===== src/rtl/potato2_pkg.sv =====
// potato2_pkg: shared definitions for the Potato2 control unit.
//   Opcode encodings, Command bit indices and width, FSM state and
//   loop-mode enums, and a helper that maps a datapath opcode to its
//   one-hot Command vector.
package potato2_pkg;

  localparam int CMD_W = 6;

  localparam logic [3:0] OP_X_INC = 4'b0000;
  localparam logic [3:0] OP_X_DEC = 4'b0001;
  localparam logic [3:0] OP_A_INC = 4'b0010;
  localparam logic [3:0] OP_A_DEC = 4'b0011;
  localparam logic [3:0] OP_PUT   = 4'b0100;
  localparam logic [3:0] OP_GET   = 4'b0101;
  localparam logic [3:0] OP_LOOP  = 4'b0110;
  localparam logic [3:0] OP_END   = 4'b0111;
  localparam logic [3:0] OP_HALT  = 4'b1111;

  localparam int CMD_X_INC = 0;
  localparam int CMD_X_DEC = 1;
  localparam int CMD_A_INC = 2;
  localparam int CMD_A_DEC = 3;
  localparam int CMD_PUT   = 4;
  localparam int CMD_GET   = 5;

  typedef enum logic [1:0] {S_FETCH, S_ISSUE, S_IOWAIT, S_HALT} state_t;
  typedef enum logic [1:0] {M_RUN, M_SKIP_FWD, M_SKIP_BACK} mode_t;

  // One-hot command for datapath/IO opcodes; zero for everything else.
  function automatic logic [CMD_W-1:0] op_cmd(input logic [3:0] op);
    logic [CMD_W-1:0] c;
    c = '0;
    case (op)
      OP_X_INC: c[CMD_X_INC] = 1'b1;
      OP_X_DEC: c[CMD_X_DEC] = 1'b1;
      OP_A_INC: c[CMD_A_INC] = 1'b1;
      OP_A_DEC: c[CMD_A_DEC] = 1'b1;
      OP_PUT:   c[CMD_PUT]   = 1'b1;
      OP_GET:   c[CMD_GET]   = 1'b1;
      default:  c = '0;
    endcase
    return c;
  endfunction

endpackage


===== src/rtl/potato2_loop_stack.sv =====
// potato2_loop_stack: small synchronous LIFO holding the Pc of open `[`.
//   Clock, Reset : shared clock, async active-high reset (empties stack)
//   push, din    : store din on top (ignored when full)
//   pop          : drop top entry (ignored when empty)
//   top          : current top entry (meaningless when empty)
//   full, empty  : occupancy flags
module potato2_loop_stack
  import potato2_pkg::*;
#(
  parameter int STACK_DEPTH = 8,
  parameter int PC_WIDTH    = 8
) (
  input  logic                Clock,
  input  logic                Reset,
  input  logic                push,
  input  logic                pop,
  input  logic [PC_WIDTH-1:0] din,
  output logic [PC_WIDTH-1:0] top,
  output logic                full,
  output logic                empty
);
  localparam int AW = $clog2(STACK_DEPTH);

  logic [AW:0]         cnt;
  logic [PC_WIDTH-1:0] mem [STACK_DEPTH];
  logic [AW-1:0]       top_idx;

  assign top_idx = AW'(cnt - (AW+1)'(1));
  assign top     = mem[top_idx];
  assign full    = (cnt == (AW+1)'(STACK_DEPTH));
  assign empty   = (cnt == '0);

  always_ff @(posedge Clock or posedge Reset) begin
    if (Reset)                cnt <= '0;
    else if (push && !full)   cnt <= cnt + (AW+1)'(1);
    else if (pop && !empty)   cnt <= cnt - (AW+1)'(1);
  end

  // Storage needs no reset: entries are only read below the count.
  always_ff @(posedge Clock) begin
    if (push && !full) mem[cnt[AW-1:0]] <= din;
  end

endmodule


===== src/rtl/potato2_control.sv =====
// potato2_control: opcode decoder / PC sequencer for the Potato2 core.
//   Inputs : Clock, Reset (async, active high), Instruction, ZeroFlag, Pc,
//            InstrValid (qualifies the three before), IOReady.
//   Outputs: Command (one-hot datapath op), Step pulse with exactly one of
//            PcInc/PcDec/PcLoad, PcTarget (with PcLoad), Halted, StackSpill.
//   Loops whose `[` fit in the stack jump straight back; loops entered while
//   the stack was full are tracked only by the spill count and found again by
//   a backward bracket scan.
module potato2_control
  import potato2_pkg::*;
#(
  parameter int PC_WIDTH    = 8,
  parameter int STACK_DEPTH = 8,
  parameter int NEST_WIDTH  = 16
) (
  input  logic                Clock,
  input  logic                Reset,
  input  logic [3:0]          Instruction,
  input  logic                ZeroFlag,
  input  logic [PC_WIDTH-1:0] Pc,
  input  logic                InstrValid,
  input  logic                IOReady,
  output logic [CMD_W-1:0]    Command,
  output logic                Step,
  output logic                PcInc,
  output logic                PcDec,
  output logic                PcLoad,
  output logic [PC_WIDTH-1:0] PcTarget,
  output logic                Halted,
  output logic                StackSpill
);
  state_t state, state_n;
  mode_t  mode, mode_n;
  logic [NEST_WIDTH-1:0] nest, nest_n, spill, spill_n;
  logic [CMD_W-1:0]      cmd_n;
  logic [PC_WIDTH-1:0]   tgt_n, stk_top;
  logic step_n, inc_n, dec_n, load_n, halted_n, spill_flag_n;
  logic push, pop, stk_full, stk_empty;

  potato2_loop_stack #(.STACK_DEPTH(STACK_DEPTH), .PC_WIDTH(PC_WIDTH)) u_stack (
    .Clock(Clock), .Reset(Reset), .push(push), .pop(pop), .din(Pc),
    .top(stk_top), .full(stk_full), .empty(stk_empty)
  );

  always_ff @(posedge Clock or posedge Reset) begin
    if (Reset) begin
      state <= S_FETCH;  mode <= M_RUN;
      nest <= '0;        spill <= '0;
      Command <= '0;     Step <= 1'b0;
      PcInc <= 1'b0;     PcDec <= 1'b0;  PcLoad <= 1'b0;
      PcTarget <= '0;    Halted <= 1'b0; StackSpill <= 1'b0;
    end else begin
      state <= state_n;  mode <= mode_n;
      nest <= nest_n;    spill <= spill_n;
      Command <= cmd_n;  Step <= step_n;
      PcInc <= inc_n;    PcDec <= dec_n; PcLoad <= load_n;
      PcTarget <= tgt_n; Halted <= halted_n; StackSpill <= spill_flag_n;
    end
  end

  always_comb begin
    state_n = state;  mode_n = mode;
    nest_n = nest;    spill_n = spill;
    cmd_n = '0;       step_n = 1'b0;
    inc_n = 1'b0;     dec_n = 1'b0;  load_n = 1'b0;
    tgt_n = '0;       halted_n = Halted;  spill_flag_n = StackSpill;
    push = 1'b0;      pop = 1'b0;

    case (state)
      S_FETCH: if (InstrValid) begin
        state_n = S_ISSUE;
        step_n  = 1'b1;
        case (mode)
          M_RUN: case (Instruction)
            OP_X_INC, OP_X_DEC, OP_A_INC, OP_A_DEC: begin
              cmd_n = op_cmd(Instruction);
              inc_n = 1'b1;
            end
            OP_PUT, OP_GET: begin
              // Command is held through IOWAIT; the Step comes afterwards.
              state_n = S_IOWAIT;
              step_n  = 1'b0;
              cmd_n   = op_cmd(Instruction);
            end
            OP_LOOP: begin
              inc_n = 1'b1;
              if (ZeroFlag) begin
                mode_n = M_SKIP_FWD;
                nest_n = '0;
              end else if (!stk_full) begin
                push = 1'b1;
              end else begin
                spill_n      = spill + NEST_WIDTH'(1);
                spill_flag_n = 1'b1;
              end
            end
            OP_END: begin
              if (ZeroFlag) begin
                inc_n = 1'b1;
                if (spill == '0) pop = !stk_empty;
                else             spill_n = spill - NEST_WIDTH'(1);
              end else if (spill != '0) begin
                // Innermost open loop is not on the stack: scan back for it.
                mode_n = M_SKIP_BACK;
                nest_n = '0;
                dec_n  = 1'b1;
              end else if (!stk_empty) begin
                load_n = 1'b1;
                tgt_n  = stk_top + PC_WIDTH'(1);
              end else begin
                inc_n = 1'b1;  // unmatched `]`
              end
            end
            OP_HALT: begin
              state_n  = S_HALT;
              step_n   = 1'b0;
              halted_n = 1'b1;
            end
            default: inc_n = 1'b1;
          endcase
          M_SKIP_FWD: begin
            inc_n = 1'b1;
            if (Instruction == OP_LOOP) nest_n = nest + NEST_WIDTH'(1);
            else if (Instruction == OP_END) begin
              if (nest == '0) mode_n = M_RUN;
              else            nest_n = nest - NEST_WIDTH'(1);
            end
          end
          M_SKIP_BACK: begin
            dec_n = 1'b1;
            if (Instruction == OP_END) nest_n = nest + NEST_WIDTH'(1);
            else if (Instruction == OP_LOOP) begin
              if (nest == '0) begin
                // Loop re-entered; it is still accounted for in spill.
                mode_n = M_RUN;
                dec_n  = 1'b0;
                inc_n  = 1'b1;
              end else begin
                nest_n = nest - NEST_WIDTH'(1);
              end
            end
          end
          default: mode_n = M_RUN;
        endcase
      end
      S_ISSUE: state_n = S_FETCH;
      S_IOWAIT: begin
        cmd_n = Command;
        if (IOReady) begin
          cmd_n   = '0;
          step_n  = 1'b1;
          inc_n   = 1'b1;
          state_n = S_ISSUE;
        end
      end
      S_HALT: halted_n = 1'b1;
      default: state_n = S_FETCH;
    endcase
  end

endmodule

===== config.mk =====
export PLATFORM = sky130hd
export DESIGN_NAME = potato2_control
export DESIGN_NICKNAME = d
export VERILOG_FILES = /design/src/rtl/potato2_pkg.sv /design/src/rtl/potato2_loop_stack.sv /design/src/rtl/potato2_control.sv
export SDC_FILE = /design/constraint.sdc
export NUM_CORES = 1
export LEC_CHECK = 0
export CORE_ASPECT_RATIO = 0.6
export CORE_MARGIN = 3
export CORE_UTILIZATION = 39
export CTS_CLUSTER_SIZE = 12
export DETAILED_ROUTE_END_ITERATION = 12
export PLACE_DENSITY = 0.57
export SLEW_MARGIN = 20
export SYNTH_ARGS = -nofsm -noshare
export SYNTH_HDL_FRONTEND = slang
export SYNTH_SLANG_ARGS = --single-unit
export TNS_END_PERCENT = 30

===== constraint.sdc =====
create_clock -name Clock -period 4.2 [get_ports Clock]
set_input_delay 1.26 -clock Clock [delete_from_list [all_inputs] [get_ports Clock]]
set_output_delay 1.26 -clock Clock [all_outputs]
set_load 0.1 [all_outputs]

==> reports/metrics.csv <==
metric,value,unit
crit_path_max_fanout,6,
crit_required,4.49,ns
cts_tree,yes,
cts_buffers,17,
relSlewSlack,33.7,%
avgSynthCellArea,11.1,um^2
routedWlPerCell,18.3,um
grt_max_degree,30,
syn_area,6650,um^2
synthXorXnorAreaFrac,3.97,%
clkTransAtPathRegs,0.06,ns
rsz0062_at_grt,no,
min-delay-path-class,register to register,
startpoint_type,primary input,
holdBufCountCts,0,
final_cell_mix,"edfxtp_1, dfrtp_1, nand2_1",
synth_top_family_by_area,simple AND/OR/NAND/NOR gates,
io_buffers,36,
track_usage,18.7,%
dp.cells,879,
timing.fmax,0.255,GHz
worstSetupEndpointType,register,
finalCritPeriodShare,93.5,%
synth_compound_area_share,13.5,%
io_pins,37,
yosysSeqAreaShare,51.5,%
start_util,40.4,%
grt_antenna_before_repair,0,
clock-sinks,124,
cts_resized,0,
instances_no_fill,910,
cts-root-buf,clkbuf_16,
ys_async_sr_fraction,48.4,%
first_iter_violations,523,
yosysWarnings,0,
maxUsedRoutingLayer,met4,
gp_congestion,0.881,
drt_first_pass_iters,5,
hold_start,Command[2],
fp.dieW,175,um
crit_path_start,Instruction[1],
wl_met1,8700,um
min_period,3.93,ns
wl,16600,um
power_density,586,nW/um^2
synth_cell_types,69,
synth_fa_ha_area_share,5.38,%
final_common_cell,edfxtp_1,
die_area,18700,um^2
cts_setup_buffers,0,
hpwl,11900,um
finalHoldWorstSlack,0.496,ns
status,"complete, no violations",
grt_pass1_vias,4991,
tightest_slew,0.991,ns
synth-seq-cells,124,
syn_nets,642,
row_count,36,
core,16500,um^2
grt_remaining_overflow,0,
grt_pass1_wl,27400,um
drc,0,
met3_length,1020,um
criticalPathCategory,primary input to register,
synth_mux_area_share,8.01,%
timing.rr.start,u_stack.cnt[1],
max-vdd-ir-drop,0.303,mV
synth_top_flop_cell,edfxtp_1,
synth_top_cell_by_area,edfxtp_1,
yosys.area.top_type_share,28.9,%
layout.nets,715,
setup_viol,0,
cts_max_path_buffers,2,
dp_slack,-0.103,ns
drive_above_1_share,14.5,%
finalPower,4.71,mW
area_delta_synth_final,20.8,%
synth-edff-count,64,
crit_arrival,4.22,ns
wl_met2,6760,um
synth_area_leaders,"edfxtp_1, dfrtp_1, ha_1",
num_antenna_cells,0,
detail-route-antenna-nets,0,
syn_inst,597,
clock_latency,0.41,ns
cap_violations,0,
routed_via_density,5.56,
synth_simple_gate_area_share,14.8,%
slew_viol_final,0,
power_leakage,3.19,nW
num_vias,5058,
die_h,107,um
hold_violations,0,
fin_ws,0.274,ns
htree_levels,4,
fin_worst_skew,0.0144,ns
## kinds of logic (layout without fill, tap and decap cells)
family / after synthesis / count (layout)
compound gates: 143 / 143
xor+xnor: 28 / 28
fa+ha+maj: 28 / 28
buf+inv: 43 / 128
flops: 124 / 124
mux: 30 / 30
simple gates: 201 / 201
## per-layer routing
layer | vias up | GRT usage [%]
met3 | 12 | 3.86
met5 | - | 0
met1 | 2489 | 29.3
met4 | 0 | 5.12
li1 | 2399 | -
met2 | 158 | 26.0
## sequential cells by signal, indices dropped and copies added, names as in the netlist
signal / count
u_stack.cnt: 4
state: 2
spill: 16
PcLoad: 1
StackSpill: 1
nest: 16
PcTarget: 8
Command: 6
u_stack.mem: 64
PcInc: 1
Step: 1
Halted: 1
PcDec: 1
mode: 2
## cell type report
cell class                 instances  area [um^2]
clock inverter                    13          103
timing repair buffer              80          691
clock buffer                      18          429
fill                            1485         8450
inverter                          17         63.8
multi-input combinational        430         3040
tap                              228          285
sequential                       124         3420
## cells in the mapped netlist, types with 12 or more instances
| master | n |
|---|---|
| a21oi_1 | 34 |
| clkbuf_1 | 15 |
| dfrtp_1 | 60 |
| edfxtp_1 | 64 |
| ha_1 | 27 |
| inv_1 | 17 |
| mux4_2 | 12 |
| nand2_1 | 53 |
| nand3_1 | 19 |
| nor2_1 | 52 |
| nor3_1 | 15 |
| o21ai_0 | 47 |
| xnor2_1 | 12 |
| xor2_1 | 15 |
## critical path: stages
cell and delay (ns):
clkdlybuf4s50_1 0.56, and3b_1 0.24, nand2_1 0.12, fa_1 0.41
nand2b_1 0.18, a21oi_1 0.23, o311ai_0 0.18, buf_4 0.17
a211oi_1 0.37, nor2_1 0.11, xnor2_1 0.13, mux2_2 0.25
## through the flow
step,TNS [ns],instance area [um^2],utilization (%)
final,0,8040,48.7
after global routing,0,8040,48.7
after CTS,0,8040,48.7
after detailed placement,-0.265,7500,45.5
after global placement,-0.117,7500,45.5
after floorplan,0,6650,-
## report_power, final
group | internal (mW) | switching, mW | leakage [nW]
registers | 1.37 | 0.140 | 1.39
logic | 0.717 | 1.15 | 1.55
clock network | 0.800 | 0.529 | 0.248
total | 2.89 | 1.82 | 3.19
## worst paths after layout
check,end,slack [ns],cells after the start
setup / recovery,spill[12],0.27,12
hold / removal,Command[2],0.50,2
setup reg to reg,PcTarget[6],1.26,9
hold reg to reg,Command[2],0.50,2
max in group asynchronous,nest[3],2.30,3
min in group asynchronous,spill[12],1.19,2
(Power assumes the default switching activity.)
